File: src/rtl/wb_ram_arb.sv
// -----------------------------------------------------------------------------
// wb_ram_arb
// Two-master Wishbone arbiter in front of a single-ported RAM slave.
// Master 0 is the instruction-fetch port and master 1 the data port. A
// three-state FSM (IDLE, GNT0, GNT1) grants one master at a time. While a
// master is granted, the slave request is a combinational copy of that master's
// bus. Every hand-over passes through at least one IDLE cycle.
//
// Fairness: a granted master that has collected HOLD_MAX acks while the other
// master is waiting is forced back to IDLE. Its bus is then stalled (no ack)
// until it is granted again.
//
// Acks come back one cycle after the slave sees cyc&stb. They are therefore
// steered by a registered owner flag that records who drove stb in the
// previous cycle, and not by the current grant. As a result, an ack still
// reaches the previous owner in the IDLE cycle that follows a release.
//
// Configuration macro: WB_RAM_ARB_RR_EN
//   defined   - simultaneous requests in IDLE are granted round-robin, and the
//               forced release applies to both masters.
//   undefined - master 0 wins simultaneous requests and only master 0 is
//               subject to the forced release. The one exception is the IDLE
//               cycle that directly follows a forced release of master 0:
//               in that cycle the waiting master 1 is granted, so the release
//               actually hands the RAM over.
//
// Parameters
//   AW        word-address width shared by masters and slave
//   HOLD_MAX  acks granted to one master before a forced release (1..255)
//
// Ports
//   clk_i, rst_in                      clock, asynchronous active-low reset
//   m0_cyc_i/stb_i/we_i/sel_i/dat_i/adr_i   master 0 request
//   m0_ack_o/dat_o                     master 0 acknowledge and read data
//   m1_*                               the same set for master 1
//   s_cyc_o/stb_o/we_o/sel_o/dat_o/adr_o    request toward the RAM
//   s_ack_i/dat_i                      RAM acknowledge and read data
// -----------------------------------------------------------------------------
module wb_ram_arb #(
  parameter int AW       = 10,
  parameter int HOLD_MAX = 8
) (
  input  logic          clk_i,
  input  logic          rst_in,
  // master 0 (instruction fetch)
  input  logic          m0_cyc_i,
  input  logic          m0_stb_i,
  input  logic          m0_we_i,
  input  logic [3:0]    m0_sel_i,
  input  logic [31:0]   m0_dat_i,
  input  logic [AW-1:0] m0_adr_i,
  output logic          m0_ack_o,
  output logic [31:0]   m0_dat_o,
  // master 1 (data port)
  input  logic          m1_cyc_i,
  input  logic          m1_stb_i,
  input  logic          m1_we_i,
  input  logic [3:0]    m1_sel_i,
  input  logic [31:0]   m1_dat_i,
  input  logic [AW-1:0] m1_adr_i,
  output logic          m1_ack_o,
  output logic [31:0]   m1_dat_o,
  // slave (RAM)
  output logic          s_cyc_o,
  output logic          s_stb_o,
  output logic          s_we_o,
  output logic [3:0]    s_sel_o,
  output logic [31:0]   s_dat_o,
  output logic [AW-1:0] s_adr_o,
  input  logic          s_ack_i,
  input  logic [31:0]   s_dat_i
);

  typedef enum logic [1:0] {IDLE, GNT0, GNT1} state_t;

  // A release fires on the ack that brings the count to HOLD_MAX, that is,
  // when the count before that ack is HOLD_MAX-1.
  localparam logic [7:0] HOLD_LAST = 8'(HOLD_MAX - 1);

  state_t      state_reg, state_next;
  logic        owner_reg, owner_next;
  logic        owner_valid_reg, owner_valid_next;
  logic [7:0]  hold_cnt_reg, hold_cnt_next;
  logic        req0, req1;
  logic        ack0, ack1;
  logic        pick1;
`ifdef WB_RAM_ARB_RR_EN
  logic        rr_ptr_reg, rr_ptr_next;
`else
  logic        forced_reg, forced_next;
`endif

  assign req0 = m0_cyc_i & m0_stb_i;
  assign req1 = m1_cyc_i & m1_stb_i;

  // Acks follow whoever drove stb last cycle, independent of the current grant.
  assign ack0 = s_ack_i & owner_valid_reg & ~owner_reg;
  assign ack1 = s_ack_i & owner_valid_reg &  owner_reg;

  assign m0_ack_o = ack0;
  assign m1_ack_o = ack1;
  // Read data is shared. It is held at zero whenever no ack can be routed,
  // which keeps it quiet during reset.
  assign m0_dat_o = owner_valid_reg ? s_dat_i : 32'h0;
  assign m1_dat_o = owner_valid_reg ? s_dat_i : 32'h0;

  always_ff @(posedge clk_i or negedge rst_in) begin
    if (!rst_in) begin
      state_reg       <= IDLE;
      owner_reg       <= 1'b0;
      owner_valid_reg <= 1'b0;
      hold_cnt_reg    <= 8'd0;
`ifdef WB_RAM_ARB_RR_EN
      rr_ptr_reg      <= 1'b0;
`else
      forced_reg      <= 1'b0;
`endif
    end else begin
      state_reg       <= state_next;
      owner_reg       <= owner_next;
      owner_valid_reg <= owner_valid_next;
      hold_cnt_reg    <= hold_cnt_next;
`ifdef WB_RAM_ARB_RR_EN
      rr_ptr_reg      <= rr_ptr_next;
`else
      forced_reg      <= forced_next;
`endif
    end
  end

  always_comb begin
    state_next       = state_reg;
    owner_next       = owner_reg;
    owner_valid_next = 1'b0;
    hold_cnt_next    = hold_cnt_reg;
    pick1            = 1'b0;
`ifdef WB_RAM_ARB_RR_EN
    rr_ptr_next      = rr_ptr_reg;
`else
    forced_next      = 1'b0;
`endif
    s_cyc_o = 1'b0;
    s_stb_o = 1'b0;
    s_we_o  = 1'b0;
    s_sel_o = 4'h0;
    s_dat_o = 32'h0;
    s_adr_o = '0;

    unique case (state_reg)
      IDLE: begin
        // The counter restarts for whichever master is granted next.
        hold_cnt_next = 8'd0;
        if (req0 && req1) begin
`ifdef WB_RAM_ARB_RR_EN
          pick1 = rr_ptr_reg;
`else
          pick1 = forced_reg;
`endif
        end else begin
          pick1 = req1;
        end
        if (req0 || req1) begin
          state_next = pick1 ? GNT1 : GNT0;
`ifdef WB_RAM_ARB_RR_EN
          rr_ptr_next = ~pick1;
`endif
        end
      end

      GNT0: begin
        s_cyc_o = m0_cyc_i;
        s_stb_o = m0_stb_i;
        s_we_o  = m0_we_i;
        s_sel_o = m0_sel_i;
        s_dat_o = m0_dat_i;
        s_adr_o = m0_adr_i;
        owner_next       = 1'b0;
        owner_valid_next = m0_cyc_i & m0_stb_i;
        if (ack0 && hold_cnt_reg != 8'hFF) begin
          hold_cnt_next = hold_cnt_reg + 8'd1;
        end
        if (!m0_cyc_i) begin
          state_next = IDLE;
        end else if (ack0 && req1 && hold_cnt_reg >= HOLD_LAST) begin
          state_next = IDLE;
`ifndef WB_RAM_ARB_RR_EN
          forced_next = 1'b1;
`endif
        end
      end

      GNT1: begin
        s_cyc_o = m1_cyc_i;
        s_stb_o = m1_stb_i;
        s_we_o  = m1_we_i;
        s_sel_o = m1_sel_i;
        s_dat_o = m1_dat_i;
        s_adr_o = m1_adr_i;
        owner_next       = 1'b1;
        owner_valid_next = m1_cyc_i & m1_stb_i;
        if (ack1 && hold_cnt_reg != 8'hFF) begin
          hold_cnt_next = hold_cnt_reg + 8'd1;
        end
        if (!m1_cyc_i) begin
          state_next = IDLE;
        end
`ifdef WB_RAM_ARB_RR_EN
        else if (ack1 && req0 && hold_cnt_reg >= HOLD_LAST) begin
          state_next = IDLE;
        end
`endif
      end

      default: state_next = IDLE;
    endcase
  end

endmodule

File: config.mk
export PLATFORM = sky130hd
export DESIGN_NAME = wb_ram_arb
export DESIGN_NICKNAME = d
export VERILOG_FILES = /design/src/rtl/wb_ram_arb.sv
export SDC_FILE = /design/constraint.sdc
export NUM_CORES = 1
export LEC_CHECK = 0
export ABC_AREA = 1
export BUFFER_PORTS_ARGS = -buffer_cell sky130_fd_sc_hd__buf_2
export CORE_AREA = 2 2 97 99
export CTS_CLUSTER_SIZE = 40
export DETAILED_ROUTE_END_ITERATION = 10
export DIE_AREA = 0 0 99 101
export GPL_TIMING_DRIVEN = 0
export SYNTH_ARGS = -nofsm -noshare
export SYNTH_HDL_FRONTEND = slang
export SYNTH_SLANG_ARGS = --single-unit
File: constraint.sdc
create_clock -name clk_i -period 2.86 [get_ports clk_i]
set_input_delay 0.143 -clock clk_i [delete_from_list [all_inputs] [get_ports clk_i]]
set_output_delay 0.143 -clock clk_i [all_outputs]
set_load 0.01 [all_outputs]
==> impl_metrics.env <==
export IMPL_slew_violations=0
export IMPL_cts_tree="built"
export IMPL_clock_sinks=13
export IMPL_crit_family="buffers and inverters"
export IMPL_path_class="flip-flop to output port"
export IMPL_clockBufferDepth=2
export IMPL_worstPathMaxFanout=10
export IMPL_power_w=0.00214
export IMPL_synthesis_nets=539
export IMPL_cp_end_kind="output port"
export IMPL_die_y_um=101
export IMPL_rsz0062_at_grt="no"
export IMPL_layout_common_cells="buf_2 (252), nand2_1 (179), a21oi_1 (50)"
export IMPL_post_route_util_pct=40.0
export IMPL_netlist_instances=401
export IMPL_fp_dieW_um=99
export IMPL_vdd_drop_max_mv=0.514
export IMPL_antenna_cells=0
export IMPL_fin_crit_sh_pct=77.1
export IMPL_core_um2=8980
export IMPL_seq_area_frac_synth_pct=15.1
export IMPL_grt_overflow=0
export IMPL_ios=248
export IMPL_ys_types=25
export IMPL_path_buf_inv=5
export IMPL_grt_pass1_wl_um=13700
export IMPL_grt_use_total_pct=16.8
export IMPL_yosysWarnings=0
export IMPL_tightest_slew_ns=0.610
export IMPL_grt_pass1_vias=2930
export IMPL_status="finished, final reports clean"
export IMPL_start_kind="flip-flop"
export IMPL_setup_viol=0
export IMPL_slew_headroom_pct=59.3
export IMPL_cp_cell_sequence="inv_1 > ha_1 > inv_2 > buf_2 > buf_1 > a21oi_1 > buf_2"
export IMPL_ys_seq_elements=13
export IMPL_post_route_min_period_ns=2.20
export IMPL_wl_per_cell_um=11.9
export IMPL_cp_required_ns=2.72
export IMPL_hold_violations=0
export IMPL_clk_pin_slew_ns=0.06
export IMPL_holdWs_ns=0.184
export IMPL_cts_made_buffers=3
export IMPL_powerDensity_nw_per_um2=595
export IMPL_vias_per_cell=4.23
export IMPL_num_vias=3234
export IMPL_place_gp_congestion=0.868
export IMPL_grt_max_degree=14
export IMPL_critical_path_slowest_cell="dfrtp_1"
export IMPL_maxCapViolations=0
export IMPL_fin_skew_ns=0.00246
export IMPL_rows=35
export IMPL_pre_cts_slack_ns=0.918
export IMPL_numPortBuffers=247
export IMPL_clockRootBuffer="clkbuf_8"
export IMPL_layout_nets=792
export IMPL_fmax_mhz=454
export IMPL_drt_pre_antenna_iters=4
export IMPL_place_hpwl_um=7850
export IMPL_power_leakage_nw=2.39
export IMPL_cpMostUsedCell="buf_2"
export IMPL_final_antenna_net_count=0
export IMPL_drt_iter0_markers=128
export IMPL_antenna_found_initial=0
export IMPL_drive_gt1_share_pct=47.0
export IMPL_largest_register_ffs=8
export IMPL_drcViolationCount=0
export IMPL_clock_latency_ns=0.25
export IMPL_max_stage_delay_ns=0.39
export IMPL_drt_total_wl_um=9110
export IMPL_htreeDepth=1
export IMPL_layout_cells_most_common="buf_2"
export IMPL_worstHoldPathType="input port to flip-flop"
export IMPL_dieArea_um2=10000
export IMPL_netlist_area_um2=2160
export IMPL_setup_ws_ns=0.656
export IMPL_totalNegativeSetupSlack_ns=0
export IMPL_syn_area_per_cell_um2=5.39
export IMPL_area_growth_pct=66.2
export IMPL_cts_setup_buffers=0
export IMPL_arrival_ns=2.06
export IMPL_start_util_pct=24.1
[final timing paths]
path	startpoint	to	slack [ns]	depth (start not counted)
setup / recovery	state_reg[0]	s_dat_o[3]	0.66	7
hold / removal	m0_cyc_i	forced_reg	0.18	3
setup reg to reg	state_reg[0]	hold_cnt_reg[7]	1.11	7
hold reg to reg	state_reg[1]	state_reg[1]	0.53	2
max in group asynchronous	rst_in	state_reg[0]	2.27	2
min in group asynchronous	rst_in	hold_cnt_reg[7]	0.34	2
[per-layer routing]
| metal | GRT usage, % | routed length, um | part of all wire [%] | vias to the layer above |
|---|---|---|---|---|
| met2 | 33.2 | 4730 | 52 | 170 |
| met3 | 3.33 | 883 | 9.7 | 14 |
| met5 | 0 | 0 | 0 | - |
| met4 | 4.85 | 164 | 1.8 | 0 |
| li1 | - | - | - | 1697 |
| met1 | 17.9 | 3330 | 37 | 1353 |
[synth_stat cells]
library cell,count,area [um^2]
buf_1,5,18.8
nand3_4,1,17.5
nand2_4,4,45.0
nor3b_1,1,7.51
nand4_1,8,50.1
nand3_1,10,50.1
nor2_2,2,12.5
nand2_2,3,18.8
nor2_1,15,56.3
buf_2,5,25.0
o21bai_1,1,7.51
a21oi_1,50,250
nor3_1,1,5.00
ha_1,5,62.6
nand2_1,179,672
nor2_4,2,22.5
o22ai_1,1,6.26
o21ai_0,1,5.00
clkbuf_1,9,33.8
inv_2,3,11.3
buf_6,2,22.5
nand3b_1,1,7.51
buf_4,35,263
dfrtp_1,13,325
inv_1,44,165
[repair_timing]
item	CTS	global route
hold buffers	1	0
setup endpoints to repair	0	0
hold endpoints to repair	13	0
resized for setup	0	0
[final cells by class]
| cell class | instances | area, um^2 |
|---|---|---|
| Tap cell | 111 | 139 |
| Clock buffer | 4 | 45.0 |
| Multi-Input combinational cell | 285 | 1300 |
| Timing Repair Buffer | 248 | 1250 |
| Buffer | 56 | 363 |
| Inverter | 47 | 176 |
| Fill cell | 990 | 5390 |
| Sequential cell | 13 | 325 |
[kinds of logic (layout without fill, tap and decap cells)]
| kind of cell | count (synthesis) | in the layout | synth area share (%) |
|---|---|---|---|
| adders and majority gates | 5 | 5 | 2.90 |
| DFF | 13 | 13 | 15.1 |
| AOI/OAI and AO/OA | 53 | 53 | 12.4 |
| and+or+nand+nor | 227 | 227 | 44.6 |
| buffers and inverters | 103 | 355 | 25.0 |
[worst register-to-register path, stage by stage (launching register included)]
cell      delay (ns)
dfrtp_1         0.39
inv_1           0.08
ha_1            0.37
inv_2           0.07
clkbuf_1        0.47
nor2_1          0.11
nand3_1         0.10
nand2_1         0.05
[metrics by stage]
| stage | cells | instance area (um^2) |
|---|---|---|
| after floorplan | 401 | 2160 |
| after global placement | 759 | 3540 |
| after detailed placement | 759 | 3540 |
| after CTS | 764 | 3590 |
| after global routing | 764 | 3590 |
| final | 764 | 3590 |
[power breakdown]
| part | internal (W) | leakage (nW) | total [W] | switching, W |
|---|---|---|---|---|
| registers | 0.000218 | 0.177 | 0.000256 | 0.0000380 |
| clock network | 0.0000988 | 0.0228 | 0.000173 | 0.0000741 |
| logic | 0.000608 | 2.19 | 0.00171 | 0.00110 |
(Power assumes the default switching activity.)
